**src/rtl/gcn_sched_pkg.sv**
```systemverilog
// Shared types and default constants for the GCN layer scheduler.
package gcn_sched_pkg;

    localparam int DEFAULT_NUM_LAYERS     = 2;
    localparam int DEFAULT_TIMEOUT_CYCLES = 1024;

    typedef enum logic [3:0] {
        S_IDLE,
        S_CLEAR,
        S_TRANS_START,
        S_TRANS_WAIT,
        S_AGG_START,
        S_AGG_WAIT,
        S_NEXT_LAYER,
        S_DONE,
        S_ERROR
    } schedState_e;

endpackage

```
**src/rtl/sched_timeout_counter.sv**
```systemverilog
// Per-phase wait timer: cleared before each WAIT phase, counts stalled
// cycles and flags the last allowed one so the FSM can abort the run.
module sched_timeout_counter #(
    parameter int TIMEOUT_CYCLES = 1024
) (
    input  logic clk,
    input  logic reset,
    input  logic clear_i,
    input  logic enable_i,
    output logic terminal_o
);

    localparam int CNT_BW = (TIMEOUT_CYCLES > 1) ? $clog2(TIMEOUT_CYCLES) : 1;

    logic [CNT_BW-1:0] count_q;
    logic [CNT_BW-1:0] count_d;

    assign terminal_o = (count_q == CNT_BW'(TIMEOUT_CYCLES - 1));

    // Next count: clear wins, otherwise step while enabled and saturate at terminal
    always_comb begin
        count_d = count_q;
        if (clear_i) begin
            count_d = '0;
        end else if (enable_i && !terminal_o) begin
            count_d = count_q + 1'b1;
        end
    end

    // Count register with synchronous reset
    always_ff @(posedge clk) begin
        if (reset) begin
            count_q <= '0;
        end else begin
            count_q <= count_d;
        end
    end

endmodule

```
**src/rtl/gcn_layer_scheduler.sv**
```systemverilog
// Sequences the transformation and aggregation engines across all GCN layers,
// ping-ponging the feature buffers and aborting on a stalled engine phase.
module gcn_layer_scheduler
    import gcn_sched_pkg::*;
#(
    parameter int NUM_LAYERS     = DEFAULT_NUM_LAYERS,
    parameter int TIMEOUT_CYCLES = DEFAULT_TIMEOUT_CYCLES,
    parameter int LAYER_BW       = (NUM_LAYERS > 1) ? $clog2(NUM_LAYERS) : 1
) (
    input  logic                clk,
    input  logic                reset,
    input  logic                start,
    input  logic                trans_done,
    input  logic                agg_done,
    output logic                eng_clear,
    output logic                trans_start,
    output logic                agg_start,
    output logic [LAYER_BW-1:0] layer_idx,
    output logic                buf_sel,
    output logic                busy,
    output logic                done,
    output logic                error
);

    schedState_e         state_q, state_d;
    logic [LAYER_BW-1:0] layerIdx_q, layerIdx_d;
    logic                bufSel_q, bufSel_d;

    logic timerClear;
    logic timerEnable;
    logic timerTerminal;
    logic lastLayer;

    // Timer restarts in the START state so each WAIT phase begins at zero
    assign timerClear  = (state_q == S_TRANS_START) || (state_q == S_AGG_START);
    assign timerEnable = ((state_q == S_TRANS_WAIT) && !trans_done) ||
                         ((state_q == S_AGG_WAIT)   && !agg_done);
    assign lastLayer   = (layerIdx_q == LAYER_BW'(NUM_LAYERS - 1));

    sched_timeout_counter #(
        .TIMEOUT_CYCLES (TIMEOUT_CYCLES)
    ) u_timer (
        .clk        (clk),
        .reset      (reset),
        .clear_i    (timerClear),
        .enable_i   (timerEnable),
        .terminal_o (timerTerminal)
    );

    // Next-state logic; engine done levels are only looked at in their own WAIT state
    always_comb begin
        state_d    = state_q;
        layerIdx_d = layerIdx_q;
        bufSel_d   = bufSel_q;
        unique case (state_q)
            S_IDLE, S_DONE: begin
                if (start) begin
                    state_d    = S_CLEAR;
                    layerIdx_d = '0;
                    bufSel_d   = 1'b0;
                end
            end
            S_CLEAR:       state_d = S_TRANS_START;
            S_TRANS_START: state_d = S_TRANS_WAIT;
            S_TRANS_WAIT: begin
                if (trans_done) begin
                    state_d = S_AGG_START;
                end else if (timerTerminal) begin
                    state_d = S_ERROR;
                end
            end
            S_AGG_START:   state_d = S_AGG_WAIT;
            S_AGG_WAIT: begin
                if (agg_done) begin
                    state_d = S_NEXT_LAYER;
                end else if (timerTerminal) begin
                    state_d = S_ERROR;
                end
            end
            S_NEXT_LAYER: begin
                if (lastLayer) begin
                    state_d = S_DONE;
                end else begin
                    state_d    = S_CLEAR;
                    layerIdx_d = layerIdx_q + 1'b1;
                    bufSel_d   = ~bufSel_q;
                end
            end
            S_ERROR:       state_d = S_ERROR;
            default:       state_d = S_IDLE;
        endcase
    end

    // State, layer counter and buffer select registers
    always_ff @(posedge clk) begin
        if (reset) begin
            state_q    <= S_IDLE;
            layerIdx_q <= '0;
            bufSel_q   <= 1'b0;
        end else begin
            state_q    <= state_d;
            layerIdx_q <= layerIdx_d;
            bufSel_q   <= bufSel_d;
        end
    end

    assign eng_clear   = (state_q == S_CLEAR);
    assign trans_start = (state_q == S_TRANS_START);
    assign agg_start   = (state_q == S_AGG_START);
    assign done        = (state_q == S_DONE);
    assign error       = (state_q == S_ERROR);
    assign busy        = !((state_q == S_IDLE) || (state_q == S_DONE) || (state_q == S_ERROR));
    assign layer_idx   = layerIdx_q;
    assign buf_sel     = bufSel_q;

endmodule

```
**config.mk**
```make
export PLATFORM = sky130hd
export DESIGN_NAME = gcn_layer_scheduler
export DESIGN_NICKNAME = d
export VERILOG_FILES = /design/src/rtl/gcn_sched_pkg.sv /design/src/rtl/sched_timeout_counter.sv /design/src/rtl/gcn_layer_scheduler.sv
export SDC_FILE = /design/constraint.sdc
export NUM_CORES = 1
export LEC_CHECK = 0
export ABC_AREA = 1
export CORE_MARGIN = 2
export CORE_UTILIZATION = 44
export DETAILED_ROUTE_END_ITERATION = 10
export PLACE_DENSITY_LB_ADDON = 0.12
export SLEW_MARGIN = 30
export SYNTH_ARGS = -nofsm -noshare
export SYNTH_HDL_FRONTEND = slang
export SYNTH_SLANG_ARGS = --single-unit
```
**constraint.sdc**
```tcl
create_clock -name clk -period 2.3 [get_ports clk]
set_clock_uncertainty 0.1 [all_clocks]
set_input_delay 0.345 -clock clk [delete_from_list [all_inputs] [get_ports clk]]
set_output_delay 0.345 -clock clk [all_outputs]
set_load 0.01 [all_outputs]
```
==> out/qor.csv <==
stage,metric,value,unit
clock_tree,postCtsHoldBufs,0,
yosys,synthesis.instances,159,
finish,post-route-util,54.7,%
global_routing,grt-ovfl-total,0,
worst_setup_path,critPathCaptureType,output port,
placement,numPlacedInstances,199,
yosys,synth_async_sr_flop_share,0,%
worst_setup_path,cp_cell_sequence,"nor2_1, nand2_1, nor2_1, clkdlybuf4s50_1",
worst_setup_path,crit_path_start_kind,register,
die,dieArea,2690,µm²
die,std_cell_rows,17,
clock_tree,cts_tree,done,
worst_setup_path,critical_path_type,reg2out,
timing,slew_headroom,71.5,%
timing,max_freq,466,MHz
finish,num_antenna_cells,0,
worst_setup_path,worst_ep_required_time,1.86,ns
worst_setup_path,crit_path_top_delay_cell,sky130_fd_sc_hd__clkdlybuf4s50_1,
global_routing,grt_use_total,17.9,%
yosys,synth_commonest_cells,"sky130_fd_sc_hd__nand2_1 (52), sky130_fd_sc_hd__nor2_1 (20), sky130_fd_sc_hd__dfxtp_1 (16)",
clock_tree,postCtsSetupBuffers,0,
yosys,yosysSeqAreaShare,31.7,%
finish,filler_cell_count,231,
worst_setup_path,crit_start,state_q[1],
clock_tree,path_clk_slew,0.09,ns
routing,routed_wire_length_per_instance,10.7,µm
routing,drt-initial-drc-count,20,
yosys,synth-warning-count,0,
routing,ant_nets,0,
timing,setup_violations,0,
yosys,synth.net_count,165,
worst_setup_path,r2r_start,u_timer.count_q[0],
global_routing,wire_length_of_the_first_global_routing_pass,3510,µm
yosys,synth_cell_type_count,24,
finish,area_growth,18.6,%
routing,first_pass_iters,4,
yosys,fraction_of_the_mapped_netlist_area_in_compound_gates,9.54,%
finish,nets,182,
global_routing,grt_start_max_net_pins,13,
timing,worst_slew_pin_slew,0.426,ns
worst_setup_path,cp_data_arrival_time,1.70,ns
yosys,synth.area.top_cells,"sky130_fd_sc_hd__dfxtp_1 (32%), sky130_fd_sc_hd__nand2_1 (19%), sky130_fd_sc_hd__nor2_1 (7.4%)",
pwr,cellPowerDensity,797,nW/µm²
clock_tree,cts_buffers,3,
yosys,dominant_combinational_cell_family_by_area_after_synthesis,simple AND/OR/NAND/NOR gates,
yosys,multiplexer_area_fraction_after_synthesis,0,%
clock_tree,cts_resized,0,
timing,period_minus_slack,2.14,ns
yosys,synthMostInstantiatedCell,sky130_fd_sc_hd__nand2_1,
timing,layout_worst_path_cycle_share,93.2,%
die,floorplan.io_pins,13,
finish,multi_input_comb_area,598,µm²
global_routing,antenna_found_initial,0,
min_path,holdCritPathClass,reg2reg,
finish,drive_gt1_share,12.6,%
timing,rsz_0062_raised_after_global_routing,no,
worst_setup_path,critical_path.max_fanout,5,
clock_tree,clock_tree.htree_level_count,1,
die,dieWidth,51.9,µm
clock_tree,longest_clk_path_bufs,2,
yosys,dominantRegCellSynth,sky130_fd_sc_hd__dfxtp_1,
clock_tree,clock_latency,0.29,ns
die,initial_core_util,46.1,%
placement,io_buffers,12,
routing,routed_wl,2160,µm
finish,seq_area,320,µm²
worst_setup_path,reg2reg_slack,0.66,ns
die,placeableCoreArea,2190,µm²
yosys,postSynthAreaPerCell,6.35,µm²
worst_setup_path,max_stage_delay,0.57,ns
clock_tree,clkSinkCount,16,
pwr,peakVddDrop,449,µV
job,max-cap-violations,0,
global_routing,number_of_global_route_vias_before_repair,880,
placement,detailed_place_hpwl,1700,µm
pwr,power.leakage,0.000503,µW
routing,drc_errors,0,
yosys,synth_fa_ha_area_share,1.24,%
yosys,synthSimpleGateAreaFrac,43.2,%
clock_tree,clk_root_buffer_cell,sky130_fd_sc_hd__clkbuf_4,
status,outcome,"finished, final reports clean",
yosys,post_synthesis_instance_area,1010,µm²
timing,report.final.slew_viol_count,0,
worst_setup_path,worst_setup_ep,error,
worst_setup_path,timing.critical_path.mode_cell,sky130_fd_sc_hd__nor2_1,
yosys,synth_enable_flop_cells,0,
yosys,post-synth-top-area-cell,sky130_fd_sc_hd__dfxtp_1,
yosys,synth_seq_cells,16,
yosys,area_share_of_the_largest_cell_type_after_synthesis,31.7,%
timing,sum_neg_setup_slack,0,ns
die,fp.dieH,51.9,µm
worst_setup_path,worst-r2r-cell-count,8,
worst_setup_path,timing.rr.end,u_timer.count_q[9],
yosys,synth_xor_area_share,5.20,%
routing,vias,1021,
placement,finalWeightedCongestion,0.871,
timing,report.final.hold_viol_count,0,
finish,final_standard_cell_count_with_taps_included_and_fillers_excluded,203,
routing,vias_per_cell,5.03,
[logic make-up (layout without fill, tap and decap cells)]
logic type      after synthesis  in the layout
compound gates               17             17
buf+inv                      21             37
xor+xnor                      6              6
fa+ha+maj                     1              1
flops                        16             16
simple gates                 98             98
[worst max-delay path, delay by kind of cell (launching register included)]
kind | cells | cell delay (ns)
AND/OR/NAND/NOR | 3 | 0.47
buffers and inverters | 1 | 0.57
flip-flops | 1 | 0.37
[registers in the layout (all words and copies together), names as in the netlist]
signal and flops:
buf_sel 1, layer_idx 1, u_timer.count_q 10, state_q 4
[cell type report]
class	count	area share [%]
clock buffers	4	3.03
inverters	20	6.69
multi-input cells	122	49.9
flip-flops and latches	16	26.8
well taps	28	2.93
repair buffers	13	10.7
[metal layers]
layer	up-vias	global-route usage, %	share of wire (%)
li1	532	-	-
met1	453	17.3	40
met2	27	34.6	52
met3	9	2.59	3.8
met4	0	11.0	3.7
met5	-	0	0
[worst min path at each step]
stage / start / cells after the start / end
2_1_floorplan: reset / 1 / buf_sel
3_3_place_gp: u_timer.count_q[1] / 2 / u_timer.count_q[1]
3_5_place_dp: u_timer.count_q[1] / 2 / u_timer.count_q[1]
4_1_cts: u_timer.count_q[1] / 2 / u_timer.count_q[1]
5_1_grt: u_timer.count_q[1] / 2 / u_timer.count_q[1]
6_report: u_timer.count_q[1] / 2 / u_timer.count_q[1]
[report_power, final]
part / switching [µW] / total (µW) / internal (µW)
logic: 259 / 426 / 167
registers: 39.9 / 343 / 303
clock network: 89.0 / 185 / 96.5
total: 388 / 954 / 567
[stage by stage]
step           hold WS, ns  power (µW)  cell area [µm²]  setup slack (ns)
2_1_floorplan        0.314         632             1010             0.862
3_3_place_gp         0.373         782             1160             0.433
3_5_place_dp         0.400         776             1160             0.482
4_1_cts              0.414         965             1200             0.144
5_1_grt              0.443        1030             1200            0.0289
6_report             0.408         954             1200             0.156
[cells in the final DEF (no fill, tap or decap), drive strengths merged]
cell           instances
a211oi                 1
a21oi                 13
buf                    1
clkbuf                 4
clkdlybuf4s50         12
clkinv                 1
dfxtp                 16
ha                     1
inv                   19
nand2                 58
nand3                  9
nand3b                 2
nand4                  3
nor2                  24
nor2b                  1
nor3                   1
o211ai                 2
o21ai                  1
xnor2                  3
xor2                   3
(Power assumes the default switching activity.)
